[src/rtl/pc_fetch.sv]
// pc_fetch: fetch PC owner and single-outstanding instruction-memory handshake feeding ID
module pc_fetch #(
  parameter logic [31:0] RESET_PC = 32'h8000_0000,
  parameter logic [31:0] NOP_INST = 32'h0000_0013
) (
  input  logic        clk,
  input  logic        rst_n,
  input  logic [31:0] npc,
  input  logic        redirect,
  output logic [31:0] pc_now,
  output logic        imem_req,
  output logic [31:0] imem_addr,
  input  logic        imem_gnt,
  input  logic        imem_rvalid,
  input  logic [31:0] imem_rdata,
  output logic        if_valid,
  output logic [31:0] if_pc,
  output logic [31:0] if_inst,
  output logic        if_exc,
  input  logic        id_ready
);
  typedef enum logic [1:0] {IDLE, REQ, WAIT, HOLD} state_t;
  state_t state;
  logic   kill;
  assign imem_req  = (state == REQ) && (pc_now[1:0] == 2'b00);
  assign imem_addr = pc_now;
  assign if_valid  = (state == HOLD);
  assign if_pc     = pc_now;
  // fetch sequencing; kill marks the in-flight response as stale after a redirect
  always_ff @(posedge clk) begin
    if (!rst_n) begin
      state   <= IDLE;
      pc_now  <= RESET_PC;
      kill    <= 1'b0;
      if_inst <= '0;
      if_exc  <= 1'b0;
    end else begin
      case (state)
        IDLE: state <= REQ;
        REQ:
          if (redirect) begin
            pc_now <= npc;
            if (imem_req && imem_gnt) begin
              state <= WAIT;
              kill  <= 1'b1;
            end
          end else if (pc_now[1:0] != 2'b00) begin
            if_inst <= NOP_INST;
            if_exc  <= 1'b1;
            state   <= HOLD;
          end else if (imem_gnt) begin
            state <= WAIT;
            kill  <= 1'b0;
          end
        WAIT:
          if (imem_rvalid) begin
            if (kill || redirect) begin
              kill  <= 1'b0;
              state <= REQ;
              if (redirect) pc_now <= npc;
            end else begin
              if_inst <= imem_rdata;
              if_exc  <= 1'b0;
              state   <= HOLD;
            end
          end else if (redirect) begin
            pc_now <= npc;
            kill   <= 1'b1;
          end
        HOLD:
          if (redirect || id_ready) begin
            pc_now <= npc;
            state  <= REQ;
          end
        default: state <= IDLE;
      endcase
    end
  end
endmodule
[config.mk]
export PLATFORM = sky130hd
export DESIGN_NAME = pc_fetch
export DESIGN_NICKNAME = d
export VERILOG_FILES = /design/src/rtl/pc_fetch.sv
export SDC_FILE = /design/constraint.sdc
export NUM_CORES = 1
export LEC_CHECK = 0
export CORE_ASPECT_RATIO = 2
export CORE_MARGIN = 5
export CORE_UTILIZATION = 38
export DETAILED_ROUTE_END_ITERATION = 16
export GPL_TIMING_DRIVEN = 0
export MAX_ROUTING_LAYER = met4
export PLACE_DENSITY = 0.81
export SLEW_MARGIN = 25
export SYNTH_ARGS = -nofsm -noshare
export SYNTH_HDL_FRONTEND = slang
export SYNTH_SLANG_ARGS = --single-unit
[constraint.sdc]
create_clock -name clk -period 2.35 [get_ports clk]
set_clock_uncertainty 0.2 [all_clocks]
set_input_delay 0.3525 -clock clk [delete_from_list [all_inputs] [get_ports clk]]
set_output_delay 0.3525 -clock clk [all_outputs]
set_load 0.1 [all_outputs]
# ---- Yosys cells after proc, flatten, opt, wreduce, memory -nomap -nowiden
# Index checks and enable logic that the tools add are counted.
dict set report word_totals {
  output_inout_bits 131
  inputBits 70
  ff_bits 68
}
dict set report classes {
  n_eq_ne 14
  reduce_logical 13
  n_mux 31
}
# cell count
set op_table {}
lappend op_table {{two-way mux 32 bit} 8}
lappend op_table {{case mux 32 bit (3 select lines)} 1}
lappend op_table {{case mux 32 bit (2 select lines)} 1}
lappend op_table {{two-way mux 2 bit} 7}
lappend op_table {{inequality test 3 bit (second input constant)} 4}
lappend op_table {{two-way mux 1 bit} 11}
lappend op_table {{case mux 2 bit (4 select lines)} 1}
lappend op_table {{inequality test 2 bit (second input constant)} 3}
lappend op_table {{AND reduction 6 bit} 1}
lappend op_table {{AND reduction 5 bit} 1}
lappend op_table {{== test 2 bit (second input constant)} 2}
lappend op_table {{logical NOT 2 bit} 2}
lappend op_table {{inequality test 2 x 1 -> 1 bit (second input constant)} 2}
lappend op_table {{inequality test 4 x 3 -> 1 bit (second input constant)} 1}
lappend op_table {{case mux 1 bit (2 select lines)} 2}
lappend op_table {{AND reduction 4 bit} 1}
lappend op_table {{nonzero test 2 bit} 2}
lappend op_table {{inequality test 3 x 2 -> 1 bit (second input constant)} 1}
lappend op_table {{AND reduction 3 bit} 1}
lappend op_table {{nonzero test 3 bit} 1}
lappend op_table {{== test 2 x 1 -> 1 bit (second input constant)} 1}
lappend op_table {{logical AND 1 bit} 2}
lappend op_table {{logical OR 1 bit} 2}

# ---- Longest topological paths before layout
# Gate-level depths: netlist of the first run.
dict set report logic_depth {
  word_depth 6
  depth_mapped 7
}

# ---- Least setup slack after synthesis of the first run
# Ideal clock, no wire load.
dict set report synth_timing {
  kind {reg-to-output}
  from {register pc_now[0] (netlist: if_pc[0])}
  to {output imem_req}
  arrival_ns 1.852
  stages_incl_launch_ff 3
  slack_ns -0.055
  path_cell_list {dfxtp_1 nor2_2 and2_1}
}
dict set report synth_between {
  elab_chain_cells 2
}
# item line_no
set synth_rtl {}
lappend synth_rtl {{from (decl)} 10} ;# output logic [31:0] pc_now,
lappend synth_rtl {{from (signal assigned)} 42} ;# pc_now <= npc;
lappend synth_rtl {{from (signal assigned)} 60} ;# if (redirect) pc_now <= npc;
lappend synth_rtl {{from (signal assigned)} 67} ;# pc_now <= npc;
lappend synth_rtl {{logical NOT 2 bit} 25} ;# assign imem_req = (state == REQ) && (pc_now[1:0] == 2'b00);
lappend synth_rtl {{logical AND 1 bit} 25}
lappend synth_rtl {{to (decl)} 11} ;# output logic imem_req,
# Every way passes these cells.

# ---- Worst setup path in the final report of the first run
dict set report layout_timing {
  from {register pc_now[1] (netlist: if_pc[1])}
  to {output imem_addr[1]}
}
# item line_no
set layout_rtl {}
lappend layout_rtl {{to (decl)} 12} ;# output logic [31:0] imem_addr,
# No word-level cell between the ends.

==> results of run 1 <==
==> metal layers <==
layer	share of wire, %	GRT usage (%)	wire length [um]
met5	0	-	0
met4	2.3	7.650	247
met3	6.5	4.203	693
met2	56	38.25	6003
met1	35	17.44	3713
==> final timing paths <==
kind / end / cells after the start / slack, ns
min: if_inst[28] / 2 / 0.26
max: imem_addr[1] / 2 / 0.04
max reg2reg: if_pc[8] / 7 / 0.21
min reg2reg: if_inst[28] / 2 / 0.26
==> area by class of cell <==
class	instances	share of cell area [%]
clock buffers	12	4.546
flip-flops and latches	68	24.15
plain buffers	89	10.80
well taps	100	2.218
inverters	5	0.3327
clock inverters	2	0.6210
repair buffers	200	32.53
multi-input cells	227	24.79
==> kinds of logic after synthesis <==
family / after synthesis / share of synthesized area (%)
flip-flops: 68 / 40.33
multiplexers: 1 / 0.2965
AO/OA/AOI/OAI: 78 / 18.61
AND/OR/NAND/NOR: 144 / 20.94
buffers and inverters: 94 / 18.35
adder cells (fa/ha/maj): 4 / 1.483
==> timing repair <==
action	CTS	global route
setup buffers	0	1
pin swaps	0	1
resized for setup	138	14
setup endpoints to repair	130	54
==> metrics by stage <==
stage                     utilization [%]  TNS, ns  hold WS [ns]  setup WS [ns]  total power, W
after floorplan                         -        0        0.2700       0.009790        0.004650
after global placement              63.56  -0.2304        0.2534        -0.2291        0.005526
after detailed placement            63.56  -0.6192        0.2578        -0.2761        0.005585
after CTS                           65.06        0        0.2627       0.003746        0.006684
after global routing                65.23        0        0.2751       0.006943        0.006892
final                               65.23        0        0.2598        0.04151        0.006641
==> sequential cells by signal, indices dropped and copies added (netlist names) <==
register,count
if_inst,32
kill,1
if_exc,1
state,2
if_pc,32
==> worst max-delay path, cell delays in order, from the launching register on <==
cell and delay [ns]:
dfxtp_1 0.44, buf_4 0.15, dlygate4sd2_1 0.84
==> cells in the final DEF, fill, tap and decap left out, types with 5 or more instances in the layout <==
master and instances:
a21boi_1 58, buf_4 71, clkbuf_1 12, clkbuf_16 9
clkbuf_2 6, clkdlybuf4s50_1 68, dfxtp_1 67, dlygate4sd2_1 126
inv_1 5, nand2_1 69, nand2b_1 30, nand3_1 31
==> power by group <==
| group | internal (W) | switching [W] | total (W) | leakage [nW] |
|---|---|---|---|---|
| Combinational | 0.000908 | 0.00298 | 0.00389 | 2.15 |
| Sequential | 0.00130 | 0.000132 | 0.00143 | 0.552 |
| Clock | 0.000865 | 0.000459 | 0.00132 | 0.145 |
| Total | 0.00307 | 0.00357 | 0.00664 | 2.84 |
==> reports/metrics.yaml, run 1 <==
core-area_sq_mm: 0.008648
first_global_vias: 3425
netlist_area_sq_mm: 0.003376
worstSetupPathType: "reg2out"
synth_top_area_share_pct: 40.33
clock_sinks: 68
cp.required_ns: 1.80
multi_input_area_sq_mm: 0.001399
dr.pass1.iters: 4
areaGrowthSynthToFinish_pct: 67.12
drcViolationCount: 0
worstMarginPinSlew_ns: 1.006
synth_edf_count: 0
fin_crit_sh_pct: 98.23
routabilityCongestion: 0.8392
worstPathMaxFanout: 5
status: "completed"
viasPerCell: 4.741
routed-via-count: 3333
port_buffers: 199
hold_start: "if_inst[28]"
hold_buffers: 0
rsz0062_at_grt: "false"
synthDistinctLibCells: 35
syn_nets: 463
final_cells: 703
drtIter0Drc: 104
r2r_start: "state[0]"
synth_area_leaders: "dfxtp_1 (40%), buf_4 (16%), a21boi_1 (13%), nand2_1 (7.7%), nand2b_1 (5.6%)"
crit_path_end_kind: "output port"
setup_violations: 0
root_buffer: "clkbuf_16"
dieArea_sq_mm: 0.01098
cp-start-kind: "register"
regArea_sq_mm: 0.001363
avgSynthCellArea_sq_um: 8.678
clk_pin_slew_ns: 0.05
fmax_mhz: 433.2
die_h_um: 143.3
clockBufferDepth: 2
postSynthCellCount: 389
grt_pass1_wl_um: 16570
num-nets-final: 674
hold_path.class: "reg2reg"
gr-usage-all-layers_pct: 19.36
ioPinCount: 201
leakage_nw: 2.844
start_util_pct: 39.03
async_reset_ff_share_pct: 0
ir_drop_v: 0.0004789
ys_ff_latch: 68
cp.arrival_ns: 1.76
numCtsBuffers: 9
finalCriticalPeriod_ns: 2.308
maxCapViolations: 0
synth.most_common_cell: "buf_4"
ys_top_cells_by_count: "buf_4 (70), nand2_1 (69), dfxtp_1 (68)"
overflow: 0
rows: 48
cp-startpoint: "if_pc[1]"
n_antenna_cell: 0
slew_viol_final: 0
clock_latency_ns: 0.33
dpl_cell_area_sq_mm: 0.005497
nFillCells: 754
seq_area_frac_synth_pct: 40.33
grt_max_degree: 11
ctsHtreeMaxLevel: 3
final_area_sq_mm: 0.005642
die_x_um: 76.65
ys_warn_count: 0
antenna_left: 0
hold_viol: 0
antenna_found_initial: 0
synthFlopType: "dfxtp_1"
tritoncts: "built"
relSlewSlack_pct: 33.21
detailed_place_hpwl_um: 8749
drive_above_1_share_pct: 17.41
wirelength_um: 10660
yosys.area.top_type: "dfxtp_1"
pwr_density_cell_mw_per_mm2: 1177
placedCellCount: 688
routedWlPerCell_um: 15.16
No activity file was read; power rests on OpenSTA's default activity.
==> run 2: changes to the inputs <==
Settings changed: HOLD_SLACK_MARGIN set to 0.05.
==> results of run 2 <==
No change in the layout: final DEF, timing and power equal those of run 1.
==> run 3: changes to the inputs <==
Settings changed: CORE_MARGIN 5 to 1.5.
==> reports/metrics.yaml, run 3 (synthesized netlist as in run 1, its figures left out) <==
status: "completed"  # unchanged
cp.arrival_ns: 1.73  # was 1.76 ns
drtIter0Drc: 197  # was 104
cp_slowest_cell: "dlygate4sd2_1"  # unchanged
worst_r2r_endpoint: "if_pc[4]"  # was if_pc[8]
port_buffers: 199  # unchanged
r2r_start: "state[0]"  # unchanged
max_stage_delay_ns: 0.84  # about the same
maxCapViolations: 0  # unchanged
grt_max_degree: 12  # was 11
multi_input_area_sq_mm: 0.001410  # was 0.001399 sq mm
clock_latency_ns: 0.33  # about the same
seq_power_share_pct: 21.9  # was 21.5%
nFillCells: 769  # was 754
antenna_left: 0  # unchanged
cpLargestDelayFamily: "buffers and inverters"  # unchanged
slew_viol_final: 0  # unchanged
hold_path.class: "reg2reg"  # unchanged
routedWlPerCell_um: 14.43  # was 15.16 um
wirelength_um: 10160  # was 10660 um
start_util_pct: 39.03  # unchanged
leakage_nw: 2.822  # was 2.844 nW
dr.pass1.iters: 4  # unchanged
clk_pin_slew_ns: 0.06  # was 0.05 ns
die_x_um: 69.65  # was 76.65 um
numCtsBuffers: 9  # unchanged
crit_cells: 2  # unchanged
hold_start: "if_inst[17]"  # was if_inst[28]
rows: 48  # unchanged
crit_path_end_kind: "output port"  # unchanged
path_cells: "buf_4 > dlygate4sd2_1"  # unchanged
n_antenna_cell: 0  # unchanged
routed-via-count: 3310  # was 3333
die_h_um: 136.3  # was 143.3 um
drcViolationCount: 0  # unchanged
fmax_mhz: 438.8  # was 433.2 MHz
power.internal_w: 0.002938  # was 0.003068 W
first_global_vias: 3346  # was 3425
dieArea_sq_mm: 0.009492  # was 0.01098 sq mm
clock_sinks: 68  # unchanged
cp.required_ns: 1.80  # about the same
r2r_slack_ns: 0.10  # was 0.21 ns
worstMarginPinSlew_ns: 0.9874  # was 1.006 ns
grt_pass1_wl_um: 16060  # was 16570 um
fin_crit_sh_pct: 96.98  # was 98.23%
routabilityCongestion: 0.7797  # was 0.8392
relSlewSlack_pct: 34.43  # was 33.21%
root_buffer: "clkbuf_16"  # unchanged
detailed_place_hpwl_um: 8088  # was 8749 um
num-nets-final: 674  # unchanged
worstPathMaxFanout: 4  # was 5
areaGrowthSynthToFinish_pct: 66.72  # was 67.12%
hold_path_end: "if_inst[17]"  # was if_inst[28]
overflow: 0  # unchanged
setup_violations: 0  # unchanged
gr-usage-all-layers_pct: 21.73  # was 19.36%
power_frac_clock_pct: 18.5  # was 19.9%
viasPerCell: 4.702  # was 4.741
core-area_sq_mm: 0.008648  # unchanged
fin_util_pct: 65.08  # was 65.23%
p_sw_w: 0.003592  # was 0.003573 W
hold-path-cell-count: 2  # unchanged
pwr-share-comb_pct: 59.6  # was 58.6%
path_buf_inv: 2  # unchanged
power_w: 0.006530  # was 0.006641 W
final_cell_mix: "dlygate4sd2_1 (124), buf_4 (71), nand2_1 (69)"  # was dlygate4sd2_1 (126), buf_4 (71), nand2_1 (69)
drive_above_1_share_pct: 17.22  # was 17.41%
swShare_pct: 55.01  # was 53.80%
reg2reg_depth: 7  # unchanged
ioPinCount: 201  # unchanged
tritoncts: "built"  # unchanged
ir_drop_v: 0.0005141  # was 0.0004789 V
cp-start-kind: "register"  # unchanged
final_common_cell: "dlygate4sd2_1"  # unchanged
hold_viol: 0  # unchanged
pwr_density_cell_mw_per_mm2: 1160  # was 1177 mW/mm^2
fin_tns_setup_ns: 0  # unchanged
regArea_sq_mm: 0.001361  # was 0.001363 sq mm
antenna_found_initial: 0  # unchanged
finalCriticalPeriod_ns: 2.279  # was 2.308 ns
ctsHtreeMaxLevel: 3  # unchanged
worstSetupPathType: "reg2out"  # unchanged
clockBufferDepth: 2  # unchanged
-- run 3: repair_timing --
action	in CTS	in global routing
hold buffers	0	0
pin swaps	0	1
resized for setup	138	14
endpoints found under the setup margin	130	38
buffers inserted	0	1
-- run 3: tightest hold or removal path: cells and delay by family (launching register included) --
family / cells / cell delay [ns]
compound gates: 1 / 0.05
flops: 1 / 0.30
simple gates: 1 / 0.06
-- run 3: routing by layer --
layer	vias to the layer above	wire, um	GRT usage [%]
met5	-	0	-
met4	0	177	7.158
met3	12	585	4.448
met2	147	5837	42.36
met1	1507	3555	20.97
li1	1644	-	-
-- run 3: final cells by class --
class                           count  share of cell area (%)
Clock buffer                       11                   4.313
Tap cell                          100                   2.223
Timing Repair Buffer              200                   32.66
Clock inverter                      4                  0.4669
Buffer                             89                   10.76
Multi-Input combinational cell    227                   25.06
Sequential cell                    68                   24.19
Inverter                            5                  0.3335
-- run 3: stage by stage --
step	instances	worst slack (ns)	hold slack, ns	cell area (sq um)
final	704	0.07103	0.2599	5628
after CTS	703	0.0007366	0.2638	5604
after floorplan	389	0.009790	0.2700	3379
after detailed placement	688	-0.2512	0.2584	5497
after global placement	688	-0.2215	0.2532	5497
after global routing	704	-0.001328	0.2820	5628
-- run 3: power by group through the flow --
stage / clock [W] / sequential (W) / combinational [W]
floorplan: 0 / 0.00229 / 0.00236
global placement: 0 / 0.00145 / 0.00407
CTS: 0.00123 / 0.00143 / 0.00389
finish: 0.00121 / 0.00143 / 0.00389
global route: 0.00128 / 0.00145 / 0.00405
detailed placement: 0 / 0.00146 / 0.00411
-- run 3: worst max-delay path by stage --
stage | startpoint | slack, ns | to
after floorplan | if_pc[0] | 0.01 | if_inst[10]
after global placement | state[0] | -0.22 | imem_req
after detailed placement | state[0] | -0.25 | imem_req
after CTS | if_inst[6] | 0.0007 | if_inst[6]
after global routing | state[0] | -0.001 | if_pc[1]
final | if_pc[30] | 0.07 | imem_addr[30]
